**config.mk**
```make
export PLATFORM = sky130hd
export DESIGN_NAME = pipelined_csa_addsub
export DESIGN_NICKNAME = d
export VERILOG_FILES = /design/src/rtl/csa_pkg.sv /design/src/rtl/csa_block.sv /design/src/rtl/pipelined_csa_addsub.sv
export SDC_FILE = /design/constraint.sdc
export NUM_CORES = 1
export LEC_CHECK = 0
export BUFFER_PORTS_ARGS = -buffer_cell sky130_fd_sc_hd__buf_4
export CORE_ASPECT_RATIO = 0.75
export CORE_UTILIZATION = 45
export DETAILED_ROUTE_END_ITERATION = 10
export GPL_ROUTABILITY_DRIVEN = 0
export GPL_TIMING_DRIVEN = 0
export PLACE_DENSITY_LB_ADDON = 0.12
export SLEW_MARGIN = 20
export SYNTH_ARGS = -nofsm -noshare
export SYNTH_HDL_FRONTEND = slang
export SYNTH_SLANG_ARGS = --single-unit
```
**constraint.sdc**
```tcl
create_clock -name Clk -period 4.8 [get_ports Clk]
set_input_delay 0.96 -clock Clk [delete_from_list [all_inputs] [get_ports Clk]]
set_output_delay 0.96 -clock Clk [all_outputs]
set_load 0.02 [all_outputs]
```
**src/rtl/csa_pkg.sv**
```systemverilog
// rtl/csa_pkg.sv - shared types and parameter checks for the carry-select adder/subtractor
package csa_pkg;

    typedef enum logic {
        OP_ADD = 1'b0,
        OP_SUB = 1'b1
    } op_e;

    // True when the width splits into whole blocks and the blocks split evenly over the stages.
    function automatic bit csa_params_ok(input int width, input int blk, input int stages);
        if (blk < 1 || width < blk) return 1'b0;
        if ((width % blk) != 0) return 1'b0;
        if (stages < 1 || stages > (width / blk)) return 1'b0;
        return ((width / blk) % stages) == 0;
    endfunction

endpackage

```
**src/rtl/csa_block.sv**
```systemverilog
// rtl/csa_block.sv - one carry-select block: dual ripple chains plus carry select
// Ports:
//   a, b   : block operand slices (b already inverted for subtract)
//   cin    : carry into the block
//   sum    : block sum bits
//   cout   : carry out of the block MSB
//   c_msb  : carry into the block MSB (used for signed overflow on the top block)
// SELECT=0 builds a single ripple chain fed directly by cin (used for block 0).
module csa_block
    import csa_pkg::*;
#(
    parameter int BLK    = 4,
    parameter bit SELECT = 1'b1
) (
    input  logic [BLK-1:0] a,
    input  logic [BLK-1:0] b,
    input  logic           cin,
    output logic [BLK-1:0] sum,
    output logic           cout,
    output logic           c_msb
);

    logic [BLK-1:0] s0;
    logic [BLK:0]   c0;

    // In select mode this is the carry-in-0 chain; otherwise it rides the real carry.
    always_comb begin
        s0    = '0;
        c0    = '0;
        c0[0] = SELECT ? 1'b0 : cin;
        for (int i = 0; i < BLK; i++) begin
            s0[i]   = a[i] ^ b[i] ^ c0[i];
            c0[i+1] = (a[i] & b[i]) | (c0[i] & (a[i] ^ b[i]));
        end
    end

    if (SELECT) begin : g_select
        logic [BLK-1:0] s1;
        logic [BLK:0]   c1;

        always_comb begin
            s1    = '0;
            c1    = '0;
            c1[0] = 1'b1;
            for (int i = 0; i < BLK; i++) begin
                s1[i]   = a[i] ^ b[i] ^ c1[i];
                c1[i+1] = (a[i] & b[i]) | (c1[i] & (a[i] ^ b[i]));
            end
        end

        assign sum   = cin ? s1 : s0;
        assign cout  = cin ? c1[BLK] : c0[BLK];
        assign c_msb = cin ? c1[BLK-1] : c0[BLK-1];
    end else begin : g_ripple
        assign sum   = s0;
        assign cout  = c0[BLK];
        assign c_msb = c0[BLK-1];
    end

endmodule

```
**src/rtl/pipelined_csa_addsub.sv**
```systemverilog
// rtl/pipelined_csa_addsub.sv - pipelined carry-select adder/subtractor with valid/ready handshakes
// Ports:
//   Clk, Reset_n                 : clock, asynchronous active-low reset
//   in_valid, in_ready           : operation handshake (in_ready is combinational)
//   A, B, Cin, Op                : operands, carry-in (add only), 0=add 1=subtract
//   out_valid, out_ready         : result handshake
//   Sum, CO, OVF, Z              : registered result, carry out, signed overflow, zero
// Blocks are spread evenly over STAGES register stages; the whole pipe stalls together.
module pipelined_csa_addsub
    import csa_pkg::*;
#(
    parameter int WIDTH  = 16,
    parameter int BLK    = 4,
    parameter int STAGES = 2
) (
    input  logic             Clk,
    input  logic             Reset_n,
    input  logic             in_valid,
    output logic             in_ready,
    input  logic [WIDTH-1:0] A,
    input  logic [WIDTH-1:0] B,
    input  logic             Cin,
    input  logic             Op,
    output logic             out_valid,
    input  logic             out_ready,
    output logic [WIDTH-1:0] Sum,
    output logic             CO,
    output logic             OVF,
    output logic             Z
);

    localparam int NBLK = WIDTH / BLK;
    localparam int BPS  = NBLK / STAGES;

    if (!csa_params_ok(WIDTH, BLK, STAGES)) begin : g_param_check
        $error("pipelined_csa_addsub: illegal WIDTH/BLK/STAGES combination");
    end

    // Stage registers. Operands travel whole; each stage only reads the slices of its own blocks.
    logic [WIDTH-1:0] st_sum [STAGES];
    logic [WIDTH-1:0] st_a   [STAGES];
    logic [WIDTH-1:0] st_b   [STAGES];
    logic             st_c   [STAGES];
    logic             st_v   [STAGES];
    logic             ovf_q;
    logic             z_q;

    // Per-stage combinational inputs (stage 0 from the ports, others from the previous register).
    logic [WIDTH-1:0] in_sum [STAGES];
    logic [WIDTH-1:0] in_a   [STAGES];
    logic [WIDTH-1:0] in_b   [STAGES];
    logic             in_c   [STAGES];
    logic             in_v   [STAGES];

    logic [WIDTH-1:0] nxt_sum [STAGES];
    logic             nxt_c   [STAGES];
    logic             nxt_ovf;
    logic             nxt_z;

    logic [BLK-1:0]   blk_sum  [NBLK];
    logic             blk_cout [NBLK];
    logic             blk_cmsb [NBLK];

    logic             advance;

    assign out_valid = st_v[STAGES-1];
    assign advance   = !out_valid || out_ready;
    assign in_ready  = advance;

    assign Sum = st_sum[STAGES-1];
    assign CO  = st_c[STAGES-1];
    assign OVF = ovf_q;
    assign Z   = z_q;

    always_comb begin : stage_inputs
        // Subtract is A + ~B + 1, so the inversion and forced carry happen before stage 0.
        in_a[0]   = A;
        in_b[0]   = (op_e'(Op) == OP_SUB) ? ~B : B;
        in_c[0]   = (op_e'(Op) == OP_SUB) ? 1'b1 : Cin;
        in_sum[0] = '0;
        in_v[0]   = in_valid;
        for (int s = 1; s < STAGES; s++) begin
            in_a[s]   = st_a[s-1];
            in_b[s]   = st_b[s-1];
            in_c[s]   = st_c[s-1];
            in_sum[s] = st_sum[s-1];
            in_v[s]   = st_v[s-1];
        end
    end

    for (genvar i = 0; i < NBLK; i++) begin : g_blk
        localparam int S = i / BPS;
        logic cin;
        logic cout;

        // The first block of each stage takes the carry registered by the previous stage.
        if ((i % BPS) == 0) begin : g_head
            assign cin = in_c[S];
        end else begin : g_link
            assign cin = g_blk[i-1].cout;
        end

        csa_block #(
            .BLK    (BLK),
            .SELECT (i != 0)
        ) u_blk (
            .a     (in_a[S][i*BLK +: BLK]),
            .b     (in_b[S][i*BLK +: BLK]),
            .cin   (cin),
            .sum   (blk_sum[i]),
            .cout  (cout),
            .c_msb (blk_cmsb[i])
        );

        assign blk_cout[i] = cout;
    end

    always_comb begin : stage_results
        for (int s = 0; s < STAGES; s++) begin
            nxt_sum[s] = in_sum[s];
            for (int j = 0; j < BPS; j++) begin
                nxt_sum[s][(s*BPS + j)*BLK +: BLK] = blk_sum[s*BPS + j];
            end
            nxt_c[s] = blk_cout[s*BPS + BPS - 1];
        end
        // Only the final stage's values of these reach the flag registers.
        nxt_ovf = blk_cmsb[NBLK-1] ^ blk_cout[NBLK-1];
        nxt_z   = (nxt_sum[STAGES-1] == '0);
    end

    always_ff @(posedge Clk or negedge Reset_n) begin
        if (!Reset_n) begin
            for (int s = 0; s < STAGES; s++) begin
                st_v[s]   <= 1'b0;
                st_c[s]   <= 1'b0;
                st_sum[s] <= '0;
                st_a[s]   <= '0;
                st_b[s]   <= '0;
            end
            ovf_q <= 1'b0;
            z_q   <= 1'b0;
        end else if (advance) begin
            for (int s = 0; s < STAGES; s++) begin
                st_v[s]   <= in_v[s];
                st_c[s]   <= nxt_c[s];
                st_sum[s] <= nxt_sum[s];
                st_a[s]   <= in_a[s];
                st_b[s]   <= in_b[s];
            end
            ovf_q <= nxt_ovf;
            z_q   <= nxt_z;
        end
    end

endmodule

```
======== After elaboration in Yosys (flattened, before gate mapping) ========
Cells that the tools add are included.
word-level totals
  input bits .............................. 38
  register bits after elaboration ......... 62
  output and inout bits ................... 21
cells by class
  bitwise logic cells ..................... 106
  reduce and logical (&&, ||, !) cells .... 3
  mux-type cells .......................... 9
operators with widths
  cell                count
  bitwise XOR 1 bit   39
  bitwise AND 1 bit   38
  bitwise OR 1 bit    25
  zero test 16 bit    1
  two-way mux 16 bit  1
  inverter 16 bit     1
  two-way mux 4 bit   3
  two-way mux 1 bit   5
  inverter 1 bit      3
  zero test 1 bit     1
  logical OR 1 bit    1

======== Logic depth before layout (Yosys ltp) ========
  depth in word-level cells ............... 12
  depth in mapped cells ................... 16
  depth with buffers taken out ............ 16

======== By module ========
Synthesis repeated with hierarchy kept, for this count alone.
second synthesis, totals
  cell total of the unflattened synthesis .. 191
  area total of the unflattened synthesis .. 2493.6 um^2
by module, submodules not included
  module                          cells an instance  instances  area each (um^2)
  pipelined_csa_addsub            134                1          1981.9
  csa_block (g_blk[1].u_blk ...)  15                 3          133.9
  csa_block (g_blk[0].u_blk)      12                 1          110.1

======== Least setup slack after synthesis ========
No wires, ideal clock.
  path kind ............................... input -> register
  start point ............................. in Op
  end point ............................... reg st_sum (netlist bit in_sum[7])
  setup time .............................. 0.117 ns
  stages .................................. 16
  slack ................................... 0.297 ns
  arrival ................................. 4.386 ns
  path through ............................ buf_4 > buf_6 > or2_2 > fa_1 > inv_1 > fa_1 > inv_1 > fa_1 > fa_1 > mux2i_1 > fa_1 > fa_1 > inv_1 > fa_1 > nand2_1 > nand2_1
RTL lines
  item                             line                         RTL
  from (decl)                      pipelined_csa_addsub.sv:23   input logic Op,
  to (signal, indexed assignment)  pipelined_csa_addsub.sv:146  st_sum[s] <= nxt_sum[s];
  to (decl)                        pipelined_csa_addsub.sv:40   logic [WIDTH-1:0] st_sum [STAGES];

==> flow_metrics.tcl <==
set metrics [dict create \
    status "completed" \
    placed_area_um2 2930 \
    crit_type "in2reg" \
    yosys-top-cells-count "nand2_1, dfrtp_1, inv_1" \
    finalHoldViolations 0 \
    setup_viol 0 \
    via_per_inst 4.58 \
    clkSlewWorstSetupHoldPaths_ns 0.09 \
    synth-seq-cells 46 \
    crit_family "adder cells" \
    fmax_ghz 0.225 \
    syn-cell-area_um2 2410 \
    crit_buf_inv 5 \
    wl_um 4900 \
    final_cells 380 \
    drive_gt1_share_pct 27.9 \
    htree_num_levels 2 \
    finalCritPeriodShare_pct 92.6 \
    synth-edff-count 0 \
    cts_tree "yes" \
    yosys-top-cells-area "dfrtp_1, nand2_1, fa_1" \
    core_area_um2 5010 \
    portBuffers 57 \
    rsz0062_at_grt "no" \
    grt_pass1_wl_um 8150 \
    setup.worst_path.end_class "flip-flop" \
    reg2reg_to "Z" \
    cts.repair.resized 0 \
    synth_flop_cell "dfrtp_1" \
    async_flop_share_pct 100 \
    worst_pin_slew_ns 0.579 \
    power_leakage_uw 0.00153 \
    numCtsBuffers 5 \
    ys_types 26 \
    path_common_cell "fa_1" \
    nNetsFinal 364 \
    dr.pass1.iters 4 \
    post-cts-setup-buffers 0 \
    synth.avg_cell_area_um2 9.91 \
    die_area_um2 5650 \
    whs_endpoint "in_v[0]" \
    synth.most_common_cell "nand2_1" \
    ys_seq_area_share_pct 47.8 \
    clock-sinks 46 \
    drtIter0Drc 62 \
    pin_count 59 \
    slew_viol_final 0 \
    synthCells 243 \
    min_from "in_v[0]" \
    cts_max_path_buffers 2 \
    critPathMaxFanout 10 \
    crit_chain "buf_4, buf_6, or2_2, fa_1, inv_1, fa_1, inv_1, fa_1, fa_1, mux2i_1, fa_1, fa_1, inv_1, fa_1, nand2_1, nand2_1" \
    worstPathRequired_ns 5.00 \
    rr_worst_depth 15 \
    maxCapViolations 0 \
    fill_cells 474 \
    rows 22 \
    dpl.cell_count 372 \
    fp.dieW_um 86.5 \
    design_area_um2 3020 \
    yosysTopAreaCell "dfrtp_1" \
    setup_tns_ns 0 \
    vias 1740 \
    multi_input_area_um2 1080 \
    syn_to_final_growth_pct 25.5 \
    routedWlPerCell_um 12.9 \
    final.min_clock_period_ns 4.44 \
    clock_latency_ns 0.30 \
    max_slew_margin_pct 61.4 \
    dp_hpwl_um 3760 \
    whs_path_depth 2 \
    grt_usage_pct 19.8 \
    reg2reg_from "in_b[8]" \
    reg2reg_slack_ns 0.76 \
    crit_path_start_kind "primary input" \
    grt_max_degree 47 \
    grt-ovfl-total 0 \
    powerDensity_nw_per_um2 438 \
    grt_antenna_before_repair 0 \
    synth_top_cell_area_share_pct 47.8 \
    critical_path.slowest_cell "fa_1" \
    die_h_um 65.3 \
    ir_drop_mv 0.155 \
    clock_skew_ns 0.00596 \
    holdBufCountCts 0 \
    final_antenna_net_count 0 \
    regArea_um2 1150 \
    synth_fp_nets 300 \
    p_total_uw 1320 \
    remaining_drc_errors 0 \
    hold_path.class "reg2reg" \
    grt_pass1_vias 1684 \
    max_stage_delay_ns 0.44 \
    critPathArrivalTime_ns 4.64 \
    initial_core_util_pct 48.1 \
    antenna_cells 0 \
    cts_root_buf "clkbuf_8" \
    yosys_warnings 0 \
]
worst min-delay path: cells and delay by family (launching register included):
family,cells,cell delay [ns]
flip-flops,1,0.34
AND/OR/NAND/NOR,2,0.10
cell families after synthesis:
logic type / after synthesis / share of synthesized area, %
AO/OA/AOI/OAI: 25 / 6.44
adder cells (fa/ha/maj): 19 / 13.9
flip-flops: 46 / 47.8
multiplexers: 1 / 0.416
AND/OR/NAND/NOR: 100 / 16.7
buffers and inverters: 32 / 7.43
XOR/XNOR: 20 / 7.28
worst max-delay path by stage:
stage	slack [ns]	from	end	depth (start not counted)
6_report	0.36	Op	in_sum[7]	16
2_1_floorplan	0.30	Op	in_sum[7]	16
3_5_place_dp	0.05	Op	in_sum[7]	16
5_1_grt	0.16	Op	in_sum[7]	16
3_3_place_gp	0.11	Op	in_sum[7]	16
4_1_cts	0.37	Op	in_sum[7]	16
layout by cell type, fill, tap and decap left out, drive strengths merged, types with 2 or more instances in the layout:
master / count
nand2: 82
buf: 67
dfrtp: 46
inv: 20
o21ai: 16
fa: 13
xor2: 11
nor2: 10
xnor2: 9
a21oi: 9
clkbuf: 8
ha: 6
nor4b: 2
metrics by stage:
step	util (%)	hold slack, ns	worst slack, ns
after floorplan	-	0.430	0.297
after global placement	58.4	0.443	0.106
after detailed placement	58.4	0.448	0.0537
after CTS	60.3	0.468	0.367
after global routing	60.3	0.490	0.160
final	60.3	0.464	0.357
state kept, by name, indices dropped and copies added, names as in the netlist:
| name | count |
|---|---|
| CO | 1 |
| OVF | 1 |
| Sum | 16 |
| Z | 1 |
| g_blk.cin | 1 |
| in_a | 8 |
| in_b | 8 |
| in_sum | 8 |
| in_v | 1 |
| out_valid | 1 |
cell type report:
cell class	count	share of cell area, %
Buffer	12	3.36
Timing Repair Buffer	57	14.2
Inverter	20	2.57
Multi-Input combinational cell	165	35.7
Sequential cell	46	38.1
Clock buffer	6	2.73
Clock inverter	2	0.414
Tap cell	72	2.98
metal layers:
layer	up-vias	track usage, %	part of all wire (%)
met5	-	0	0
met3	9	5.28	6.4
met2	50	27.9	40
li1	873	-	-
met4	0	8.13	1.7
met1	808	28.9	52
power by group:
part | total, uW | leakage [uW] | internal (uW) | switching, uW
Sequential | 561 | 0.000548 | 493 | 67.8
Combinational | 514 | 0.000932 | 230 | 285
Clock | 247 | 0.0000472 | 116 | 132
Total | 1320 | 0.00153 | 839 | 484
Power figures use the tool's default switching activity.
